## src/rtl/mcntrl_page_arbiter_pkg.sv

```systemverilog
// mcntrl_page_arbiter_pkg: shared FSM states and one-hot helper for the page arbiter
package mcntrl_page_arbiter_pkg;
  typedef enum logic [1:0] {IDLE = 2'd0, START = 2'd1, ENCODE = 2'd2, WAIT_SEQ = 2'd3} arb_state_t;
  function automatic logic [15:0] onehot16(input logic [3:0] idx);
    return 16'(1) << idx;
  endfunction
endpackage

```

## src/rtl/mcntrl_page_arbiter_rr_pick.sv

```systemverilog
// mcntrl_rr_pick: combinational round-robin picker, first request after index last
//  i_req   requests      i_last  previously served index
//  o_valid any request   o_onehot/o_idx  winner
module mcntrl_rr_pick
  import mcntrl_page_arbiter_pkg::*;
#(
  parameter int NUM_CHN = 4,
  localparam int IW = $clog2(NUM_CHN)
) (
  input  logic [NUM_CHN-1:0] i_req,
  input  logic [IW-1:0]      i_last,
  output logic               o_valid,
  output logic [NUM_CHN-1:0] o_onehot,
  output logic [IW-1:0]      o_idx
);
  int c;
  logic [IW-1:0] w_c;
  always_comb begin
    o_valid = 1'b0;
    o_idx = '0;
    c = 0;
    w_c = '0;
    for (int k = 1; k <= NUM_CHN; k++) begin
      c = (int'(i_last) + k) % NUM_CHN;
      w_c = IW'(c);
      if (!o_valid && i_req[w_c]) begin
        o_valid = 1'b1;
        o_idx = w_c;
      end
    end
  end
  assign o_onehot = o_valid ? NUM_CHN'(onehot16(4'(o_idx))) : '0;
endmodule

```

## src/rtl/mcntrl_page_arbiter.sv

```systemverilog
// mcntrl_page_arbiter: round-robin share of one read/write page encoder pair among NUM_CHN channels
//  clk, rst (async, active-high)
//  i_chn_want/urgent/wr/skip, i_chn_bank/row/col/num128 : per-channel requests and packed page fields
//  o_chn_grant/o_chn_done : one-hot 1-cycle pulses
//  o_bank/row/col/num128/skip : latched page to encoders; o_start_rd/o_start_wr : start pulses
//  i_enc_done_rd/wr, i_seq_done : encoder and sequencer completion; o_busy, o_cur_chn : status
//  MCNTRL_ARB_URGENT_EN : when defined, urgent wanting channels are arbitrated first
module mcntrl_page_arbiter
  import mcntrl_page_arbiter_pkg::*;
#(
  parameter int NUM_CHN = 4,
  parameter int ADDRESS_NUMBER = 15,
  parameter int COLADDR_NUMBER = 10,
  parameter int NUM_XFER_BITS = 6,
  localparam int IW = $clog2(NUM_CHN),
  localparam int CW = COLADDR_NUMBER - 3
) (
  input  logic                                clk,
  input  logic                                rst,
  input  logic [NUM_CHN-1:0]                  i_chn_want,
  input  logic [NUM_CHN-1:0]                  i_chn_urgent,
  input  logic [NUM_CHN-1:0]                  i_chn_wr,
  input  logic [3*NUM_CHN-1:0]                i_chn_bank,
  input  logic [ADDRESS_NUMBER*NUM_CHN-1:0]   i_chn_row,
  input  logic [CW*NUM_CHN-1:0]               i_chn_col,
  input  logic [NUM_XFER_BITS*NUM_CHN-1:0]    i_chn_num128,
  input  logic [NUM_CHN-1:0]                  i_chn_skip,
  output logic [NUM_CHN-1:0]                  o_chn_grant,
  output logic [NUM_CHN-1:0]                  o_chn_done,
  output logic [2:0]                          o_bank,
  output logic [ADDRESS_NUMBER-1:0]           o_row,
  output logic [CW-1:0]                       o_col,
  output logic [NUM_XFER_BITS-1:0]            o_num128,
  output logic                                o_skip,
  output logic                                o_start_rd,
  output logic                                o_start_wr,
  input  logic                                i_enc_done_rd,
  input  logic                                i_enc_done_wr,
  input  logic                                i_seq_done,
  output logic                                o_busy,
  output logic [IW-1:0]                       o_cur_chn
);
  arb_state_t r_state, w_next;
  logic [NUM_CHN-1:0] w_req, w_onehot, r_grant, r_done;
  logic [IW-1:0] w_idx, r_last, r_cur;
  logic w_valid, w_enc_done, w_fin, r_wr, r_sticky, r_busy, r_start_rd, r_start_wr, r_skip;
  logic [2:0] r_bank;
  logic [ADDRESS_NUMBER-1:0] r_row;
  logic [CW-1:0] r_col;
  logic [NUM_XFER_BITS-1:0] r_num128;
`ifdef MCNTRL_ARB_URGENT_EN
  assign w_req = |(i_chn_want & i_chn_urgent) ? (i_chn_want & i_chn_urgent) : i_chn_want;
`else
  logic w_unused;
  assign w_unused = ^i_chn_urgent;
  assign w_req = i_chn_want;
`endif
  mcntrl_rr_pick #(.NUM_CHN(NUM_CHN)) u_pick (
    .i_req(w_req), .i_last(r_last), .o_valid(w_valid), .o_onehot(w_onehot), .o_idx(w_idx)
  );
  always_ff @(posedge clk or posedge rst)
    if (rst) r_state <= IDLE;
    else r_state <= w_next;
  // only the encoder matching the latched direction can advance the page
  always_comb begin
    w_enc_done = r_wr ? i_enc_done_wr : i_enc_done_rd;
    w_fin = r_sticky | i_seq_done;
    w_next = r_state == IDLE ? (w_valid ? START : IDLE) :
             r_state == START ? ENCODE :
             r_state == ENCODE ? (w_enc_done ? WAIT_SEQ : ENCODE) :
             (w_fin ? IDLE : WAIT_SEQ);
  end
  always_ff @(posedge clk or posedge rst)
    if (rst) begin
      r_grant <= '0;
      r_done <= '0;
      r_start_rd <= 1'b0;
      r_start_wr <= 1'b0;
      r_busy <= 1'b0;
      r_sticky <= 1'b0;
      r_wr <= 1'b0;
      r_cur <= '0;
      r_last <= IW'(NUM_CHN - 1);
      r_bank <= '0;
      r_row <= '0;
      r_col <= '0;
      r_num128 <= '0;
      r_skip <= 1'b0;
    end else begin
      r_grant <= '0;
      r_done <= '0;
      r_start_rd <= 1'b0;
      r_start_wr <= 1'b0;
      if (r_state == IDLE) begin
        r_busy <= w_valid;
        if (w_valid) begin
          r_grant <= w_onehot;
          r_sticky <= 1'b0;
          r_cur <= w_idx;
          r_wr <= i_chn_wr[w_idx];
          r_bank <= i_chn_bank[w_idx*3 +: 3];
          r_row <= i_chn_row[w_idx*ADDRESS_NUMBER +: ADDRESS_NUMBER];
          r_col <= i_chn_col[w_idx*CW +: CW];
          r_num128 <= i_chn_num128[w_idx*NUM_XFER_BITS +: NUM_XFER_BITS];
          r_skip <= i_chn_skip[w_idx];
        end
      end
      if (r_state == START) begin
        r_start_rd <= !r_wr;
        r_start_wr <= r_wr;
      end
      // sequencer may finish before or together with the encoder
      if (r_state == ENCODE && i_seq_done) r_sticky <= 1'b1;
      if (r_state == WAIT_SEQ && w_fin) begin
        r_done <= NUM_CHN'(onehot16(4'(r_cur)));
        r_last <= r_cur;
      end
    end
  assign o_chn_grant = r_grant;
  assign o_chn_done = r_done;
  assign o_bank = r_bank;
  assign o_row = r_row;
  assign o_col = r_col;
  assign o_num128 = r_num128;
  assign o_skip = r_skip;
  assign o_start_rd = r_start_rd;
  assign o_start_wr = r_start_wr;
  assign o_busy = r_busy;
  assign o_cur_chn = r_cur;
endmodule

```

## config.mk

```make
export PLATFORM = sky130hd
export DESIGN_NAME = mcntrl_page_arbiter
export DESIGN_NICKNAME = d
export VERILOG_FILES = /design/src/rtl/mcntrl_page_arbiter_pkg.sv /design/src/rtl/mcntrl_page_arbiter_rr_pick.sv /design/src/rtl/mcntrl_page_arbiter.sv
export SDC_FILE = /design/constraint.sdc
export NUM_CORES = 1
export LEC_CHECK = 0
export CAP_MARGIN = 20
export CORE_MARGIN = 5
export CORE_UTILIZATION = 25
export CTS_CLUSTER_SIZE = 40
export DETAILED_ROUTE_END_ITERATION = 8
export PLACE_DENSITY = 0.67
export SYNTH_ARGS = -nofsm -noshare
export SYNTH_HDL_FRONTEND = slang
export SYNTH_HIERARCHICAL = 1
export SYNTH_SLANG_ARGS = --single-unit
```

## constraint.sdc

```tcl
create_clock -name clk -period 2.3 [get_ports clk]
set_input_delay 0.46 -clock clk [delete_from_list [all_inputs] [get_ports clk]]
set_output_delay 0.46 -clock clk [all_outputs]
set_load 0.005 [all_outputs]
```

# Yosys cells after proc, flatten, opt, wreduce, memory -nomap -nowiden
# Cells that the tools add are included.
# op_classes
magnitude_cmp	5
n_shift	6
n_eq_ne	3
reduce_logical	14
bitwise	1
n_mux	35
multipliers	4
n_addsub	4
# op_table
operator	n
$shiftx A60 B7 Y15	1
$shiftx A28 B6 Y7	1
$shiftx A24 B6 Y6	1
$mux W1	18
$mux W2	8
$lt A2 B3 Y1 const B	5
$bmux W1 S2	6
$mux W4	3
$shiftx A12 B5 Y3	1
$mul A2 B2 Y4 const B	2
$shl A1 B2 Y4 const A	2
$mul A2 B4 Y6 const B	1
$logic_and A1 B1 Y1	5
$mul A2 B3 Y5 const B	1
$add A2 B1 Y2 const B	2
$add A2 B2 Y2 const B	2
$eq A2 B2 Y1 const B	2
$logic_not A1 Y1	4
$reduce_and A2 Y1	2
$reduce_bool A2 Y1	2
$eq A2 B1 Y1 const B	1
$logic_not A2 Y1	1
$or A1 B1 Y1	1
# totals
elab_cells	87
out_inout_bits	45
regBits	51

# Logic depth before layout (Yosys ltp)
# depth
ltp_word	16
depth_mapped	9
mapped_depth_nobuf	5

# Hierarchy
# Netlist, hierarchy kept.
# modules_own_cells
module	instances	area_each_um2	cells_per_inst
mcntrl_page_arbiter	1	2914.0	243
mcntrl_rr_pick	1	201.4	30

# Worst setup path after synthesis
# Ideal clock, no wire load.
# synth_timing
kind	input to register
start	in i_chn_want[3]
end	reg r_col[0], in the netlist o_col[0]
arrival_ns	2.004
slack_ns	0.163
stages	9
setup_ns	0.133
path_buffers	4
required_time_ns	2.167
cell_sequence	buf_4 > nand2b_4 > a22o_1 > a221oi_2 > buf_2 > buf_4 > buf_2 > mux2i_1 > o221ai_2
# synth_between
elab_chain_len	14
elab_cells_between_ends	25
classes_between	1 x mul; 1 x shift; 16 x mux; 7 x reduce/logical
# synth_lines
item	line_no	source
start, declared	mcntrl_page_arbiter.sv:20	input logic [NUM_CHN-1:0] i_chn_want,
$bmux W1 S2	mcntrl_page_arbiter_rr_pick.sv:26	if (!o_valid && i_req[w_c]) begin
$mux W1 (implied by the code)	mcntrl_page_arbiter_rr_pick.sv:26	
$mux W1	mcntrl_page_arbiter_rr_pick.sv:26	
$logic_not A1 Y1	mcntrl_page_arbiter_rr_pick.sv:26	
$logic_and A1 B1 Y1	mcntrl_page_arbiter_rr_pick.sv:26	
$mux W1	mcntrl_page_arbiter_rr_pick.sv:26	
$logic_not A1 Y1	mcntrl_page_arbiter_rr_pick.sv:26	
$logic_and A1 B1 Y1	mcntrl_page_arbiter_rr_pick.sv:26	
$mux W1	mcntrl_page_arbiter_rr_pick.sv:26	
$logic_not A1 Y1	mcntrl_page_arbiter_rr_pick.sv:26	
$logic_and A1 B1 Y1	mcntrl_page_arbiter_rr_pick.sv:26	
$mux W2 (*)	mcntrl_page_arbiter_rr_pick.sv:26	
via w_idx[1]	mcntrl_page_arbiter.sv:45	logic [IW-1:0] w_idx, r_last, r_cur;
$mul A2 B3 Y5 (*)	mcntrl_page_arbiter.sv:103	r_col <= i_chn_col[w_idx*CW +: CW];
$shiftx A28 B6 Y7 (*)	mcntrl_page_arbiter.sv:103	
end signal, assigned	mcntrl_page_arbiter.sv:103	
end, declared	mcntrl_page_arbiter.sv:49	logic [CW-1:0] r_col;
# Mark *: on every way through the listed nets, which the timed path passes. The rest lies on a longest branch. The select of a mux whose other input is x is not followed.
# A chain may end at the register's enable or synchronous reset.

# Worst setup path in the final report
# layout_timing
start	in i_chn_want[1]
end	reg r_wr
# layout_between
elab_chain_len	14
elab_cells_between_ends	25
classes_between	18 x mux; 7 x reduce/logical
# layout_lines
item	line_no	source
$bmux W1 S2	mcntrl_page_arbiter_rr_pick.sv:26	
$mux W1 (implied by the code)	mcntrl_page_arbiter_rr_pick.sv:26	
$mux W1	mcntrl_page_arbiter_rr_pick.sv:26	
$logic_not A1 Y1	mcntrl_page_arbiter_rr_pick.sv:26	
$logic_and A1 B1 Y1	mcntrl_page_arbiter_rr_pick.sv:26	
$mux W1	mcntrl_page_arbiter_rr_pick.sv:26	
$logic_not A1 Y1	mcntrl_page_arbiter_rr_pick.sv:26	
$logic_and A1 B1 Y1	mcntrl_page_arbiter_rr_pick.sv:26	
$mux W1	mcntrl_page_arbiter_rr_pick.sv:26	
$logic_not A1 Y1	mcntrl_page_arbiter_rr_pick.sv:26	
$logic_and A1 B1 Y1	mcntrl_page_arbiter_rr_pick.sv:26	
$mux W2 (*)	mcntrl_page_arbiter_rr_pick.sv:26	
via w_idx[0]	mcntrl_page_arbiter.sv:45	
$bmux W1 S2 (*)	mcntrl_page_arbiter.sv:100	r_wr <= i_chn_wr[w_idx];
$mux W1 (implied by the code) (*)	mcntrl_page_arbiter.sv:100	
end signal, assigned	mcntrl_page_arbiter.sv:100	
end, declared	mcntrl_page_arbiter.sv:46	logic w_valid, w_enc_done, w_fin, r_wr, r_sticky, r_busy, r_start_rd, r_start_wr, r_skip;
# Marked as above.

==> results.toml <==
[logic_synthesis]
synthFlopType = "sky130_fd_sc_hd__dfrtp_1"
number_of_distinct_standard_cells_referenced_by_the_synthesized_netlist = 36
yosysTopAreaCell = "sky130_fd_sc_hd__dfrtp_1"
yosys-top-cells-area = "sky130_fd_sc_hd__dfrtp_1, sky130_fd_sc_hd__mux2i_1, sky130_fd_sc_hd__o221ai_2"
per_instance_average_area_after_synthesis_um2 = 11.4
synth_nets = 418
register_bit_count_reported_by_yosys = 51
synth_edf_count = 0
ys.warnings.count = 6
syn_inst = 273
synthDominantCellAreaShare = 0.394
yosysSeqAreaShare = 0.410
synth-async-reset-ratio = 1.00
mapped_cell_area_um2 = 3120

[global_routing]
grt_max_degree = 32
grt_antenna_before_repair = 0
first_global_vias = 3155
grt.total_usage = 0.135
global_route_wire_length_before_repair_mm = 16.1
grt_overflow = 0

[finish]
final_util = 0.457
mostFrequentLayoutCells = "sky130_fd_sc_hd__clkdlybuf4s50_1, sky130_fd_sc_hd__mux2i_1, sky130_fd_sc_hd__dfrtp_1"
finish.net_count = 618
layout.cell_area.non_filler_um2 = 5530
area_growth_syn_to_layout_pct = 77.5
commonest_non_fill_non_tap_cell_in_the_layout = "sky130_fd_sc_hd__clkdlybuf4s50_1"
drive_gt1_frac = 0.175
antennaDiodeCount = 0

[floorplanning]
top_level_ports = 190
die-area_um2 = 14800
core_um2 = 12100
die_width_um = 122
num_rows = 40
initial_core_util = 0.257
chipHeight_um = 122

[sta]
final.min_clock_period_ns = 2.17
drv_slew = 0
achievable-frequency_mhz = 460
timing_worst_slew_pin_value_ns = 0.486
finalHoldViolations = 0
timing.final.setup_violations = 0
tns_ns = 0
fin_skew_ns = 0.00535
grt_setup_unrepaired = "false"
pnr_worst_setup_slack_ns = 0.127
worst_slew_slack_as_a_fraction_of_its_limit = 0.675
layout_worst_path_cycle_share = 0.945

[clocking]
cts_made_buffers = 5
clock_tree.root_cell = "sky130_fd_sc_hd__clkbuf_16"
cts_num_sinks = 51
clockBufferDepth = 2
tritoncts = "built"
worst_skew_pair.late_latency_ns = 0.28
cts-htree-levels = 2
clk_pin_slew_ns = 0.07

[worst_hold_path]
hold_end = "o_skip"
hold-path-cell-count = 2
min-delay-path-class = "reg -> reg"
hold_start = "o_skip"

[power_and_ir_drop]
fin_total_pwr_mw = 5.43
vdd_ir_max_mv = 0.440
power_leakage_nw = 2.36
power_per_cell_area_nw_per_um2 = 983

[worst_setup_path]
timing.setup.critical_path_class = "in -> reg"
critical_path_arrival_ns = 2.32
regToRegStartpoint = "r_last[0]"
timing.critical_path.from_type = "input pin"
cp_slowest_cell = "sky130_fd_sc_hd__clkdlybuf4s50_1"
critical_path_buf_inv_count = 3
timing.reg2reg.setup_slack_ns = 0.20
timing.reg2reg.worst_path_depth = 6
setup.worst_path.end_class = "register"
timing.critical_path.required_ns = 2.45
timing.critical_path.mode_cell = "sky130_fd_sc_hd__o221ai_1"
crit_path_max_incr_delay_ns = 0.53
reg2reg_to = "o_num128[5]"
crit_path_max_fanout = 16
crit_family = "buffers and inverters"
cp_cell_sequence = "clkdlybuf4s50_1 > buf_4 > nor2b_1 > a21oi_1 > o221ai_1 > nand3b_1 > buf_12 > o221ai_1"

[job]
maxCapViolations = 0

[placed_design]
postPlaceCellArea_um2 = 5330
place.port_buffers = 185
place_ws_ns = -0.266
dpl.hpwl_mm = 8.26
gp_congestion = 0.783

[routing]
drt-total-wl_mm = 10.7
detailedRoute.firstPassIterationCount = 4
detailedRoute.firstIterationViolations = 37
drc = 0
routedWlPerCell_um = 16.7
antenna_left = 0
route.detailed.vias_per_inst = 4.58
vias = 2939

[outcome]
run_status = "finished clean"
## repair_timing
| action | in CTS | in global routing |
|---|---|---|
| gates resized for setup | 0 | 6 |
| hold buffers | 0 | 0 |
| setup buffers | 0 | 1 |
| hold endpoints to repair | 0 | 0 |
| endpoints found under the setup margin | 0 | 25 |
## report_power, final
part	switching (mW)	internal (mW)	total (mW)	leakage, nW
Sequential	0.290	1.30	1.59	0.641
Clock	0.320	0.402	0.722	0.0669
Combinational	1.30	1.82	3.13	1.65
Total	1.91	3.52	5.43	2.36
## layer usage
layer | up-vias | track usage | share of wire | routed length, µm
met4 | 0 | 0.0301 | 0.014 | 150
met1 | 1385 | 0.158 | 0.40 | 4270
met3 | 13 | 0.0455 | 0.090 | 967
met5 | - | 0 | 0 | 0
met2 | 124 | 0.238 | 0.50 | 5340
li1 | 1417 | - | - | -
## cell families after synthesis
kind of cell / after synthesis / share of synthesized area
buf+inv: 28 / 0.0602
compound gates: 55 / 0.204
flops: 51 / 0.410
mux: 67 / 0.216
simple gates: 72 / 0.110
## stage by stage
stage / cells / hold WS [ns]
2_1_floorplan: 273 / 0.437
3_3_place_gp: 632 / 0.467
3_5_place_dp: 632 / 0.474
4_1_cts: 640 / 0.492
5_1_grt: 642 / 0.508
6_report: 642 / 0.486
## worst reg2reg max path, cell delays in order, from the launching register on
cell and delay [ns]:
sky130_fd_sc_hd__dfstp_2 0.62, sky130_fd_sc_hd__and2b_2 0.27, sky130_fd_sc_hd__a221oi_4 0.33, sky130_fd_sc_hd__buf_4 0.20, sky130_fd_sc_hd__clkbuf_16 0.18, sky130_fd_sc_hd__mux2i_1 0.26
sky130_fd_sc_hd__o221ai_2 0.12
## synthesized netlist by cell type (2+ instances only)
| cell type | count |
|---|---|
| sky130_fd_sc_hd__dfrtp_1 | 49 |
| sky130_fd_sc_hd__nand2b_1 | 3 |
| sky130_fd_sc_hd__a21oi_1 | 5 |
| sky130_fd_sc_hd__nor3_1 | 3 |
| sky130_fd_sc_hd__o21ai_0 | 4 |
| sky130_fd_sc_hd__o211ai_1 | 2 |
| sky130_fd_sc_hd__buf_6 | 8 |
| sky130_fd_sc_hd__buf_2 | 12 |
| sky130_fd_sc_hd__dfstp_2 | 2 |
| sky130_fd_sc_hd__inv_1 | 6 |
| sky130_fd_sc_hd__a21o_2 | 2 |
| sky130_fd_sc_hd__and2_1 | 4 |
| sky130_fd_sc_hd__nand2_1 | 43 |
| sky130_fd_sc_hd__nor2_1 | 9 |
| sky130_fd_sc_hd__buf_4 | 2 |
| sky130_fd_sc_hd__nand2_2 | 2 |
| sky130_fd_sc_hd__o221ai_2 | 29 |
| sky130_fd_sc_hd__o221ai_1 | 5 |
| sky130_fd_sc_hd__mux2i_1 | 66 |
## worst max-delay path by stage
stage                             end  cells past startpoint  slack (ns)          start
after floorplan              o_col[0]                      9        0.16  i_chn_want[3]
after global placement       o_col[5]                      8       -0.24  i_chn_want[3]
after detailed placement     o_col[3]                      8       -0.27  i_chn_want[3]
after CTS                    o_col[3]                      8        0.04  i_chn_want[3]
after global routing      o_num128[3]                      7        0.07  i_chn_want[1]
final                            r_wr                      8        0.13  i_chn_want[1]
## sequential cells by signal, indices dropped and copies added, names as in the netlist
name	flops
o_start_wr	1
r_wr	1
o_start_rd	1
o_bank	3
r_last	2
o_num128	6
r_state	2
o_row	15
o_chn_grant	4
o_cur_chn	2
o_skip	1
o_busy	1
o_chn_done	4
r_sticky	1
o_col	7
## layout make-up
class	count	area (µm²)
repair buffers	215	2200
multi-input cells	194	1680
clock inverters	2	12.5
inverters	6	22.5
well taps	168	210
flip-flops and latches	51	1280
fillers	1157	6580
clock buffers	6	129
No activity file was read; power rests on OpenSTA's default activity.
